===== src/rtl/serial_frame_receiver_pkg.sv =====
// Shared types and constants for the serial frame receiver: FSM encodings,
// drop-cause codes, the default start-of-frame marker and a saturating counter helper.
package serial_frame_receiver_pkg;

    localparam logic [7:0] SOF_DEFAULT = 8'hAA;

    typedef enum logic [1:0] {
        ERR_NONE    = 2'd0,
        ERR_PARITY  = 2'd1,
        ERR_LENGTH  = 2'd2,
        ERR_TIMEOUT = 2'd3
    } err_code_e;

    typedef enum logic [2:0] {
        HUNT    = 3'd0,
        LEN     = 3'd1,
        PAYLOAD = 3'd2,
        CSUM    = 3'd3,
        DRAIN   = 3'd4
    } main_state_e;

    typedef enum logic {
        F_WAIT = 1'b0,
        F_ACK  = 1'b1
    } fetch_state_e;

    function automatic logic [15:0] sat_inc16(input logic [15:0] value);
        return (value == 16'hFFFF) ? value : value + 16'd1;
    endfunction

endpackage


===== src/rtl/serial_frame_receiver_if.sv =====
// Bus bundles: the byte link from the quick_rs232 receiver (master = UART side)
// and the payload byte stream towards the application (master = frame receiver).
interface rx_link_if;
    logic [7:0] rx_data;
    logic       rx_byte_received;
    logic       rx_err;
    logic       rx_read;

    modport master (output rx_data, output rx_byte_received, output rx_err, input rx_read);
    modport slave  (input rx_data, input rx_byte_received, input rx_err, output rx_read);
endinterface

interface byte_stream_if;
    logic [7:0] out_data;
    logic       out_valid;
    logic       out_ready;
    logic       out_last;

    modport master (output out_data, output out_valid, output out_last, input out_ready);
    modport slave  (input out_data, input out_valid, input out_last, output out_ready);
endinterface


===== src/rtl/serial_frame_receiver_byte_fetch.sv =====
// rx_read handshake towards quick_rs232: takes exactly one byte per
// rx_byte_received high period and hands it to the frame FSM with a one-cycle strobe.
module serial_byte_fetch
    import serial_frame_receiver_pkg::*;
(
    input  logic       clk,
    input  logic       rst,
    input  logic       enable,
    rx_link_if.slave   rx,
    output logic       byte_strobe,
    output logic [7:0] byte_data,
    output logic       byte_err
);

    fetch_state_e state_r, state_s;
    logic         rx_read_r, rx_read_s;
    logic         strobe_r, strobe_s;
    logic         err_r, err_s;
    logic [7:0]   data_r, data_s;

    // Next-state and handshake outputs; F_ACK always completes so rx_read never sticks high.
    always_comb begin
        state_s   = state_r;
        rx_read_s = rx_read_r;
        strobe_s  = 1'b0;
        data_s    = data_r;
        err_s     = err_r;
        case (state_r)
            F_WAIT: begin
                if (enable && rx.rx_byte_received) begin
                    state_s   = F_ACK;
                    rx_read_s = 1'b1;
                    strobe_s  = 1'b1;
                    data_s    = rx.rx_data;
                    err_s     = rx.rx_err;
                end else begin
                    rx_read_s = 1'b0;
                end
            end
            F_ACK: begin
                if (!rx.rx_byte_received) begin
                    state_s   = F_WAIT;
                    rx_read_s = 1'b0;
                end else begin
                    rx_read_s = 1'b1;
                end
            end
            default: begin
                state_s   = F_WAIT;
                rx_read_s = 1'b0;
            end
        endcase
    end

    // Fetch state and latched byte registers.
    always_ff @(posedge clk) begin
        if (rst) begin
            state_r   <= F_WAIT;
            rx_read_r <= 1'b0;
            strobe_r  <= 1'b0;
            data_r    <= 8'h00;
            err_r     <= 1'b0;
        end else begin
            state_r   <= state_s;
            rx_read_r <= rx_read_s;
            strobe_r  <= strobe_s;
            data_r    <= data_s;
            err_r     <= err_s;
        end
    end

    assign rx.rx_read  = rx_read_r;
    assign byte_strobe = strobe_r;
    assign byte_data   = data_r;
    assign byte_err    = err_r;

endmodule


===== src/rtl/serial_frame_receiver.sv =====
// Frame assembler: hunts for SOF, collects LEN-prefixed payload with XOR checksum,
// streams good frames out over valid/ready and reports dropped frames.
module serial_frame_receiver
    import serial_frame_receiver_pkg::*;
#(
    parameter int         MAX_PAYLOAD    = 16,
    parameter logic [7:0] SOF_BYTE       = SOF_DEFAULT,
    parameter int         TIMEOUT_CYCLES = 5000000
) (
    input  logic          clk,
    input  logic          rst,
    rx_link_if.slave      rx,
    byte_stream_if.master stream,
    output logic          frame_err,
    output logic [1:0]    err_code,
    output logic [15:0]   frames_ok,
    output logic [15:0]   frames_bad
);

    localparam int               LEN_W     = $clog2(MAX_PAYLOAD + 1);
    localparam int               IDX_W     = (MAX_PAYLOAD > 1) ? $clog2(MAX_PAYLOAD) : 1;
    localparam int               TMR_W     = $clog2(TIMEOUT_CYCLES + 1);
    localparam logic [7:0]       MAX_LEN_B = 8'(MAX_PAYLOAD);
    localparam logic [LEN_W-1:0] LEN_ZERO  = {LEN_W{1'b0}};
    localparam logic [LEN_W-1:0] LEN_ONE   = LEN_W'(1);
    localparam logic [TMR_W-1:0] TMR_ONE   = TMR_W'(1);
    localparam logic [TMR_W-1:0] TMR_LAST  = TMR_W'(TIMEOUT_CYCLES - 1);

    main_state_e      state_r, state_s;
    logic             byte_strobe_s, byte_err_s, fetch_en_s;
    logic [7:0]       byte_data_s;
    logic [LEN_W-1:0] len_r, len_s, wr_idx_r, wr_idx_s, rd_idx_r, rd_idx_s;
    logic [LEN_W-1:0] wr_next_s, rd_next_s;
    logic [7:0]       csum_r, csum_s;
    logic [TMR_W-1:0] timer_r, timer_s;
    logic [7:0]       buf_r [MAX_PAYLOAD];
    logic             buf_we_s;
    logic             out_valid_r, out_valid_s, out_last_r, out_last_s;
    logic [7:0]       out_data_r, out_data_s;
    logic             frame_err_r, frame_err_s;
    err_code_e        err_code_r, err_code_s, drop_code_s;
    logic [15:0]      frames_ok_r, frames_ok_s, frames_bad_r, frames_bad_s;
    logic             drop_s, in_frame_s, timeout_s;

    // Bytes stay in the UART FIFO while a frame is being delivered.
    assign fetch_en_s = (state_r != DRAIN);

    serial_byte_fetch u_fetch (
        .clk         (clk),
        .rst         (rst),
        .enable      (fetch_en_s),
        .rx          (rx),
        .byte_strobe (byte_strobe_s),
        .byte_data   (byte_data_s),
        .byte_err    (byte_err_s)
    );

    assign wr_next_s  = wr_idx_r + LEN_ONE;
    assign rd_next_s  = rd_idx_r + LEN_ONE;
    assign in_frame_s = (state_r == LEN) || (state_r == PAYLOAD) || (state_r == CSUM);
    // timer_r counts cycles elapsed since the last strobe, so a drop lands exactly TIMEOUT_CYCLES later.
    assign timeout_s  = in_frame_s && (timer_r == TMR_LAST);

    // Main frame FSM next-state, datapath and status updates; timeout outranks a same-cycle byte.
    always_comb begin
        state_s      = state_r;
        len_s        = len_r;
        wr_idx_s     = wr_idx_r;
        rd_idx_s     = rd_idx_r;
        csum_s       = csum_r;
        timer_s      = in_frame_s ? (timer_r + TMR_ONE) : timer_r;
        buf_we_s     = 1'b0;
        out_valid_s  = out_valid_r;
        out_last_s   = out_last_r;
        out_data_s   = out_data_r;
        frame_err_s  = 1'b0;
        err_code_s   = err_code_r;
        frames_ok_s  = frames_ok_r;
        frames_bad_s = frames_bad_r;
        drop_s       = 1'b0;
        drop_code_s  = ERR_NONE;
        case (state_r)
            HUNT: begin
                if (byte_strobe_s && !byte_err_s && (byte_data_s == SOF_BYTE)) begin
                    state_s  = LEN;
                    csum_s   = 8'h00;
                    wr_idx_s = LEN_ZERO;
                    timer_s  = TMR_ONE;
                end else begin
                    state_s = HUNT;
                end
            end
            LEN, PAYLOAD, CSUM: begin
                if (timeout_s) begin
                    drop_s      = 1'b1;
                    drop_code_s = ERR_TIMEOUT;
                end else if (byte_strobe_s) begin
                    timer_s = TMR_ONE;
                    if (byte_err_s) begin
                        drop_s      = 1'b1;
                        drop_code_s = ERR_PARITY;
                    end else if (state_r == LEN) begin
                        csum_s = csum_r ^ byte_data_s;
                        if ((byte_data_s == 8'h00) || (byte_data_s > MAX_LEN_B)) begin
                            drop_s      = 1'b1;
                            drop_code_s = ERR_LENGTH;
                        end else begin
                            len_s   = byte_data_s[LEN_W-1:0];
                            state_s = PAYLOAD;
                        end
                    end else if (state_r == PAYLOAD) begin
                        buf_we_s = 1'b1;
                        csum_s   = csum_r ^ byte_data_s;
                        wr_idx_s = wr_next_s;
                        state_s  = (wr_next_s == len_r) ? CSUM : PAYLOAD;
                    end else if (byte_data_s == csum_r) begin
                        state_s     = DRAIN;
                        rd_idx_s    = LEN_ZERO;
                        out_valid_s = 1'b1;
                        out_data_s  = buf_r[0];
                        out_last_s  = (len_r == LEN_ONE);
                        frames_ok_s = sat_inc16(frames_ok_r);
                    end else begin
                        drop_s      = 1'b1;
                        drop_code_s = ERR_LENGTH;
                    end
                end else begin
                    state_s = state_r;
                end
            end
            DRAIN: begin
                if (out_valid_r && stream.out_ready) begin
                    if (out_last_r) begin
                        out_valid_s = 1'b0;
                        out_last_s  = 1'b0;
                        state_s     = HUNT;
                    end else begin
                        rd_idx_s   = rd_next_s;
                        out_data_s = buf_r[rd_next_s[IDX_W-1:0]];
                        out_last_s = (rd_next_s == (len_r - LEN_ONE));
                    end
                end else begin
                    state_s = DRAIN;
                end
            end
            default: begin
                state_s     = HUNT;
                out_valid_s = 1'b0;
                out_last_s  = 1'b0;
            end
        endcase
        if (drop_s) begin
            state_s      = HUNT;
            frame_err_s  = 1'b1;
            err_code_s   = drop_code_s;
            frames_bad_s = sat_inc16(frames_bad_r);
        end else begin
            frame_err_s = 1'b0;
        end
    end

    // Main FSM, datapath and registered output state.
    always_ff @(posedge clk) begin
        if (rst) begin
            state_r      <= HUNT;
            len_r        <= LEN_ZERO;
            wr_idx_r     <= LEN_ZERO;
            rd_idx_r     <= LEN_ZERO;
            csum_r       <= 8'h00;
            timer_r      <= {TMR_W{1'b0}};
            out_valid_r  <= 1'b0;
            out_last_r   <= 1'b0;
            out_data_r   <= 8'h00;
            frame_err_r  <= 1'b0;
            err_code_r   <= ERR_NONE;
            frames_ok_r  <= 16'h0000;
            frames_bad_r <= 16'h0000;
        end else begin
            state_r      <= state_s;
            len_r        <= len_s;
            wr_idx_r     <= wr_idx_s;
            rd_idx_r     <= rd_idx_s;
            csum_r       <= csum_s;
            timer_r      <= timer_s;
            out_valid_r  <= out_valid_s;
            out_last_r   <= out_last_s;
            out_data_r   <= out_data_s;
            frame_err_r  <= frame_err_s;
            err_code_r   <= err_code_s;
            frames_ok_r  <= frames_ok_s;
            frames_bad_r <= frames_bad_s;
        end
    end

    // Payload buffer; contents are only read after being written by the current frame.
    always_ff @(posedge clk) begin
        if (buf_we_s) begin
            buf_r[wr_idx_r[IDX_W-1:0]] <= byte_data_s;
        end
    end

    assign stream.out_valid = out_valid_r;
    assign stream.out_last  = out_last_r;
    assign stream.out_data  = out_data_r;
    assign frame_err        = frame_err_r;
    assign err_code         = err_code_r;
    assign frames_ok        = frames_ok_r;
    assign frames_bad       = frames_bad_r;

endmodule


===== src/flat_wrapper.sv =====
// flat-port wrapper written by rule: the top's interface ports become plain ports
module serial_frame_receiver_flat import serial_frame_receiver_pkg::*;
#(
    parameter int         MAX_PAYLOAD    = 16,
    parameter logic [7:0] SOF_BYTE       = SOF_DEFAULT,
    parameter int         TIMEOUT_CYCLES = 5000000
)
  (clk, rst, frame_err, err_code, frames_ok, frames_bad, rx_rx_data, rx_rx_byte_received, rx_rx_err, rx_rx_read, stream_out_data, stream_out_valid, stream_out_last, stream_out_ready);
  rx_link_if rx_i ();
  byte_stream_if stream_i ();
  input  logic clk;
  input  logic rst;
  output logic frame_err;
  output logic [1:0] err_code;
  output logic [15:0] frames_ok;
  output logic [15:0] frames_bad;
  input wire logic [$bits(rx_i.rx_data)-1:0] rx_rx_data;
  input wire logic [$bits(rx_i.rx_byte_received)-1:0] rx_rx_byte_received;
  input wire logic [$bits(rx_i.rx_err)-1:0] rx_rx_err;
  output wire logic [$bits(rx_i.rx_read)-1:0] rx_rx_read;
  output wire logic [$bits(stream_i.out_data)-1:0] stream_out_data;
  output wire logic [$bits(stream_i.out_valid)-1:0] stream_out_valid;
  output wire logic [$bits(stream_i.out_last)-1:0] stream_out_last;
  input wire logic [$bits(stream_i.out_ready)-1:0] stream_out_ready;
  assign rx_i.rx_data = rx_rx_data;
  assign rx_i.rx_byte_received = rx_rx_byte_received;
  assign rx_i.rx_err = rx_rx_err;
  assign rx_rx_read = rx_i.rx_read;
  assign stream_out_data = stream_i.out_data;
  assign stream_out_valid = stream_i.out_valid;
  assign stream_out_last = stream_i.out_last;
  assign stream_i.out_ready = stream_out_ready;
  serial_frame_receiver #(.MAX_PAYLOAD(MAX_PAYLOAD), .SOF_BYTE(SOF_BYTE), .TIMEOUT_CYCLES(TIMEOUT_CYCLES)) u_core (.clk(clk), .rst(rst), .rx(rx_i), .stream(stream_i), .frame_err(frame_err), .err_code(err_code), .frames_ok(frames_ok), .frames_bad(frames_bad));
endmodule

===== config.mk =====
export PLATFORM = sky130hd
export DESIGN_NAME = serial_frame_receiver_flat
export DESIGN_NICKNAME = d
export VERILOG_FILES = /design/src/rtl/serial_frame_receiver_pkg.sv /design/src/rtl/serial_frame_receiver_if.sv /design/src/rtl/serial_frame_receiver_byte_fetch.sv /design/src/rtl/serial_frame_receiver.sv /design/src/flat_wrapper.sv
export SDC_FILE = /design/constraint.sdc
export NUM_CORES = 1
export LEC_CHECK = 0
export BUFFER_PORTS_ARGS = -buffer_cell sky130_fd_sc_hd__buf_2
export CAP_MARGIN = 40
export CORE_UTILIZATION = 50
export CTS_BUF_LIST = sky130_fd_sc_hd__clkbuf_4 sky130_fd_sc_hd__clkbuf_8
export DETAILED_ROUTE_END_ITERATION = 12
export GPL_ROUTABILITY_DRIVEN = 0
export GPL_TIMING_DRIVEN = 0
export PLACE_DENSITY = 0.7
export SYNTH_ARGS = -nofsm -noshare
export SYNTH_HDL_FRONTEND = slang
export SYNTH_SLANG_ARGS = --single-unit

===== constraint.sdc =====
create_clock -name clk -period 2.9 [get_ports clk]
set_input_delay 0.145 -clock clk [delete_from_list [all_inputs] [get_ports clk]]
set_output_delay 0.145 -clock clk [all_outputs]
set_load 0.03 [all_outputs]

# After elaboration in Yosys (flattened, before gate mapping)

Memories as Yosys holds them, arrays and structs flattened.
Cells that the tools add are included.

Flip-flop bits (word level): 105
Bits in writable memories: 128
Bits of input ports: 13
Output and inout bits: 46
Word-level logic and storage cells: 184
Memories: 1

$add $sub $neg: 6
Order comparisons: 1
Equality and inequality tests: 28
Mux-type cells: 95
Bitwise operators: 10
Reductions and logical operators: 26

Memory list:

| name         | words | bits a word | read ports | clocked after memory_dff | wr ports | RTL line                    | text |
|---|---|---|---|---|---|---|---|
| u_core.buf_r | 16    | 8           | 2          | 0                        | 1        | serial_frame_receiver.sv:36 | `logic [7:0] buf_r [MAX_PAYLOAD];` |

Operators with widths:

| cell                    | count |
|---|---|
| $mux W8                 | 14 |
| $mux W23                | 4 |
| $mux W5                 | 14 |
| $pmux W23 S2            | 1 |
| $mux W1                 | 37 |
| $add A16 B1 Y16 const B | 2 |
| $eq A16 B16 Y1 const B  | 2 |
| $pmux W8 S2             | 2 |
| $mux W3                 | 9 |
| $add A23 B1 Y23 const B | 1 |
| $eq A23 B23 Y1 const B  | 1 |
| $pmux W5 S2             | 2 |
| $reduce_and A6 Y1       | 3 |
| $reduce_and A9 Y1       | 2 |
| $mux W2                 | 8 |
| $reduce_and A8 Y1       | 2 |
| $ne A2 B2 Y1 const B    | 6 |
| $add A5 B1 Y5 const B   | 2 |
| $eq A5 B5 Y1            | 2 |
| $ne A2 B1 Y1 const B    | 5 |
| $not A1 Y1              | 9 |
| $pmux W3 S3             | 1 |
| $eq A8 B8 Y1            | 1 |
| $eq A8 B8 Y1 const B    | 1 |
| 23 further kinds        | 35 |

# Longest topological paths before layout

Depth after elaboration: 9
Gate-level depth with buffers: 9
Gate-level depth less buffers: 7

# Hierarchy

From an unflattened synthesis, not the netlist that was laid out.

Cell total of the unflattened synthesis: 891
Area total of the unflattened synthesis: 10442.5 µm²

By module, submodules not included:

| module                | instances | cells each | area each (µm²) | sequential area each (µm²) |
|---|---|---|---|---|
| serial_frame_receiver | 1         | 846        | 9967.1          | 5725.5 |
| serial_byte_fetch     | 1         | 45         | 475.5           | 220.2 |

# Worst setup path after synthesis

Ideal clock, no wire load.

Path kind: register to register
From: reg u_core.state_r[0]
To: mem u_core.buf_r[0][0] (enable)
Library setup time: 0.383 ns
Arrival: 2.113 ns
Required time: 2.517 ns
Setup slack: 0.403 ns
Cell stages (with the launch flop): 8
Buffers on the path: 1
Period minus slack after synthesis: 2.497 ns
Cell sequence: dfxtp_1 buf_2 o21bai_4 or4_4 o21ai_2 nor2_1 nand2_1 nor3_1

Longest elaborated chain between the ends: 9
Elaborated cells between the ends (all ways): 15
Those cells by class: eq/ne: 3; mux: 8; reduce/logical: 4

Ends and longest elaborated chain:

| item                              | RTL line                                                                               | text |
|---|---|---|
| start: declaration                | serial_frame_receiver.sv:29                                                            | `main_state_e state_r, state_s;` |
| start signal: assignment          | serial_frame_receiver.sv:179                                                           | `state_r <= state_s;` |
| $eq A3 B2 Y1                      | serial_frame_receiver.sv:60, serial_frame_receiver.sv:82, serial_frame_receiver.sv:111 |  |
| $mux W1                           | serial_frame_receiver.sv:111                                                           | `end else if (state_r == PAYLOAD) begin` |
| $mux W1                           | serial_frame_receiver.sv:102                                                           | `end else if (state_r == LEN) begin` |
| $mux W1                           | serial_frame_receiver.sv:99                                                            | `if (byte_err_s) begin` |
| $mux W1                           | serial_frame_receiver.sv:97                                                            | `end else if (byte_strobe_s) begin` |
| $mux W1                           | serial_frame_receiver.sv:94                                                            | `if (timeout_s) begin` |
| $mux W1 (*)                       | serial_frame_receiver.sv:82                                                            | `case (state_r)` |
| $mux W1 (*)                       | serial_frame_receiver.sv:197                                                           | `if (buf_we_s) begin` |
| $mux W1 (not written as such) (*) | serial_frame_receiver.sv:198                                                           | `buf_r[wr_idx_r[IDX_W-1:0]] <= byte_data_s;` |
| end: declaration                  | serial_frame_receiver.sv:36                                                            |  |

Every way passes the cells marked *; elsewhere a longest branch is shown, timed or not.

# Final worst setup path

From: reg u_core.rd_idx_r[1]
To: reg u_core.out_data_r[0] (netlist: u_core.stream.out_data[0])

Longest elaborated chain between the ends: 5

Ends and longest elaborated chain:

| item                     | RTL line                     | text |
|---|---|---|
| start: declaration       | serial_frame_receiver.sv:32  | `logic [LEN_W-1:0] len_r, len_s, wr_idx_r, wr_idx_s, rd_idx_r, rd_idx_s;` |
| start signal: assignment | serial_frame_receiver.sv:182 | `rd_idx_r <= rd_idx_s;` |
| $add A5 B1 Y5            | serial_frame_receiver.sv:59  | `assign rd_next_s = rd_idx_r + LEN_ONE;` |
| $mem_v2 Z16 W8           | --                           |  |
| $mux W8                  | serial_frame_receiver.sv:133 | `if (out_last_r) begin` |
| $mux W8                  | serial_frame_receiver.sv:132 | `if (out_valid_r && stream.out_ready) begin` |
| $pmux W8 S2              | serial_frame_receiver.sv:82  |  |
| end signal: assignment   | serial_frame_receiver.sv:187 | `out_data_r <= out_data_s;` |
| end: declaration         | serial_frame_receiver.sv:39  | `logic [7:0] out_data_r, out_data_s;` |

Every way passes these cells. The select of a mux whose other input is x is not followed.
A chain may end at the register's enable or synchronous reset.

==> flow_metrics.py <==
metrics = {
    "timing": {
        "hold_violations": 0,
        "tightestPinTransition_ps": 796.9,
        "slew_viol_final": 0,
        "report.final.setup_viol": 0,
        "finalCritPeriodShare_pct": 97.93,
        "clock.fmax_mhz": 352.1,
        "slew_headroom_pct": 46.20,
        "finalCriticalPeriod_ps": 2840,
        "fin_skew_ps": 20.84,
    },
    "global_route": {
        "gr-usage-met2_pct": 34.33,
        "use_met3_pct": 3.594,
        "grt_use_met1_pct": 31.58,
        "grt.overflow.total": 0,
        "grt_pass1_vias": 6928,
        "grtUsageTotal_pct": 22.02,
        "grt_pass1_wl_um": 36770,
        "antenna_found_initial": 0,
        "grt.busiest_layer": "met2",
        "grt_max_degree": 25,
    },
    "clock_tree": {
        "cts_made_buffers": 38,
        "cts-root-buf": "clkbuf_8",
        "htreeDepth": 2,
        "clk-insertion-delay-late_ps": 530,
        "clkSlewWorstSetupHoldPaths_ps": 60,
        "clock-sinks": 233,
        "cts_tree": "built",
        "clk_path_buf_depth": 3,
    },
    "route": {
        "post-route-drc-count": 0,
        "drt-total-wl_um": 23200,
        "drtIter0Drc": 541,
        "routed-via-count": 7321,
        "ant_nets": 0,
        "wl_per_cell_um": 18.20,
        "drt_first_pass_iters": 5,
        "vias_per_cell": 5.742,
    },
    "yosys": {
        "synth_edf_count": 128,
        "postSynth.asyncResetShare_pct": 0,
        "yosysMostFrequentCell": "edfxtp_1",
        "synth-seq-cells": 233,
        "yosysWarnings": 0,
        "synth-seq-area-share_pct": 57.32,
        "synthDominantAreaCellType": "edfxtp_1",
        "ys_types": 64,
        "synth_common_cells": "edfxtp_1 (128), dfxtp_1 (105), nor2_1 (99)",
        "syn_area_per_cell_um2": 12.08,
        "synth_top_area_share_pct": 37.06,
        "synth_area_leaders": "edfxtp_1 (37%), dfxtp_1 (20%), mux4_2 (7.2%)",
        "synth_flop_cell": "edfxtp_1",
        "synth_nets": 882,
        "synth_cells": 859,
        "syn-cell-area_um2": 10370,
    },
    "place": {
        "place_inst": 1198,
        "numPortBuffers": 57,
        "hpwl_um": 15970,
        "dpl_cell_area_um2": 11090,
    },
    "die": {
        "die-area_um2": 21320,
        "io_pins": 59,
        "coreArea_um2": 20300,
        "num_rows": 52,
        "die_w_um": 146.0,
        "initial_utilization_pct": 51.10,
        "fp.dieH_um": 146.0,
    },
    "layout": {
        "nets": 1001,
        "final_cells": 1275,
        "n_fill_cell": 1623,
        "diodes": 0,
        "fin_area_um2": 11990,
        "syn_to_final_growth_pct": 15.55,
        "layout-drive-gt1-share_pct": 21.59,
    },
    "critical_path": {
        "cp-start-kind": "flip-flop",
        "end_kind": "flip-flop",
        "worstSetupPathType": "reg2reg",
        "r2r_slack_ps": 60,
        "cp_data_arrival_time_ps": 3260,
        "worstPathMaxFanout": 10,
        "cp_cell_sequence": "ha_1 -> clkbuf_1 -> clkbuf_1 -> mux4_2 -> mux2i_1 -> o221ai_1 -> nor2_1 -> nor2_1",
        "cp.required_ps": 3320,
        "slowest_stage": "clkbuf_1",
        "worst-path-buf-inv": 2,
        "crit_family": "buffers and inverters",
        "slowest_delay_ps": 590,
    },
    "run": {
        "max_cap_viol_count": 0,
    },
    "power": {
        "ir_drop_uv": 337.3,
        "powerDensity_nw_per_um2": 540.6,
        "p_leak_nw": 4.219,
        "total_power_mw": 6.479,
    },
    "min_path": {
        "min_path_type": "in2reg",
    },
    "status": {
        "status": "finished, final reports clean",
    },
}
[sequential cells by signal, indices dropped and copies added (netlist names), 2 cells and up]
signal and count:
u_core.frames_bad 16, u_core.buf_r 128, u_core.csum_r 8, u_core.len_r 5, u_core.err_code 2, u_core.wr_idx_r 5
u_core.u_fetch.byte_data 8, u_core.timer_r 23, u_core.state_r 3, u_core.rd_idx_r 5, u_core.frames_ok 16, u_core.stream.out_data 8
[cell type report]
cell class	instances	area, um2	area share [%]
Sequential cell	233	5954	49.68
Multi-Input combinational cell	567	4213	35.15
Buffer	42	193.9	1.618
Clock inverter	19	122.6	1.023
Timing Repair Buffer	80	486.7	4.061
Tap cell	270	337.8	2.819
Inverter	16	60.06	0.5011
Clock buffer	48	616.8	5.147
[power by group]
part / total [mW] / internal (mW) / switching, mW
combinational: 0.152 / 0.0576 / 0.0947
sequential: 3.53 / 3.49 / 0.0416
clock: 2.79 / 1.50 / 1.30
total: 6.48 / 5.05 / 1.43
[cell usage in the layout (no fill, tap or decap), types with 8 or more instances in the layout]
master         Yosys  routed
clkinv_2           0      10
clkbuf_1          27      25
or3_1             15      15
dlygate4sd3_1      0      10
nand3_1           27      27
ha_1              10      10
nand4_1           16      16
clkbuf_8           0      41
nor3_1            22      18
edfxtp_1         128     128
mux2i_1           30      30
a211oi_1          10      10
nand2_1           52      52
buf_2             10      70
o21ai_0           26      26
nor2_1            99      93
o31ai_1           11      11
a21oi_1           48      48
buf_4              0       8
dfxtp_1          105      98
inv_1             16      16
o21a_1            10      10
xor2_1            21      21
or4_1             14      14
mux4_2            33      33
xnor2_1           29      29
nor4_1             8       8
[logic make-up (layout without fill, tap and decap cells)]
| logic type | Yosys count | count (layout) | share of synthesized area [%] |
|---|---|---|---|
| AOI/OAI and AO/OA | 141 | 141 | 9.349 |
| xor gates and xnor gates | 50 | 50 | 4.222 |
| adders and majority gates | 10 | 10 | 1.206 |
| buffers and inverters | 59 | 205 | 2.473 |
| DFF | 233 | 233 | 57.32 |
| muxes | 68 | 68 | 10.60 |
| and+or+nand+nor | 298 | 298 | 14.83 |
[worst paths after layout]
check	start	depth (start not counted)	end
max	u_core.rd_idx_r[1]	8	u_core.stream.out_data[0]
min	rst	3	u_core.frames_ok[15]
max reg2reg	u_core.rd_idx_r[1]	8	u_core.stream.out_data[0]
min reg2reg	u_core.err_code[0]	2	u_core.err_code[0]
[routing by layer]
layer,wire length (um),share of wire (%),vias to the layer above
met2,10520,45,250
li1,-,-,3468
met3,1422,6.1,45
met4,502,2.2,0
met5,0,0,-
met1,10760,46,3558
[tightest hold or removal path: stages]
cell	delay, ps
clkbuf_1	230
nor2_1	140
mux2_2	140
[metrics by stage]
stage | setup WS (ps) | util, % | TNS, ps | hold slack (ps)
after floorplan | 403.3 | - | 0 | 292.0
after global routing | -7.288 | 59.04 | -7.357 | 185.3
final | 60.03 | 59.04 | 0 | 161.4
after CTS | -51.26 | 58.96 | -565.1 | 147.2
after global placement | -409.5 | 54.17 | -19490 | 378.9
after detailed placement | -190.0 | 54.63 | -5027 | 386.2
[timing repair]
| action | in CTS | in global routing |
|---|---|---|
| setup buffers | 0 | 1 |
| gates resized for setup | 15 | 4 |
| pin swaps | 0 | 1 |
| hold endpoints to repair | 10 | 0 |
| setup endpoints to repair | 87 | 134 |
| hold buffers | 10 | 0 |
Power figures use the tool's default switching activity.
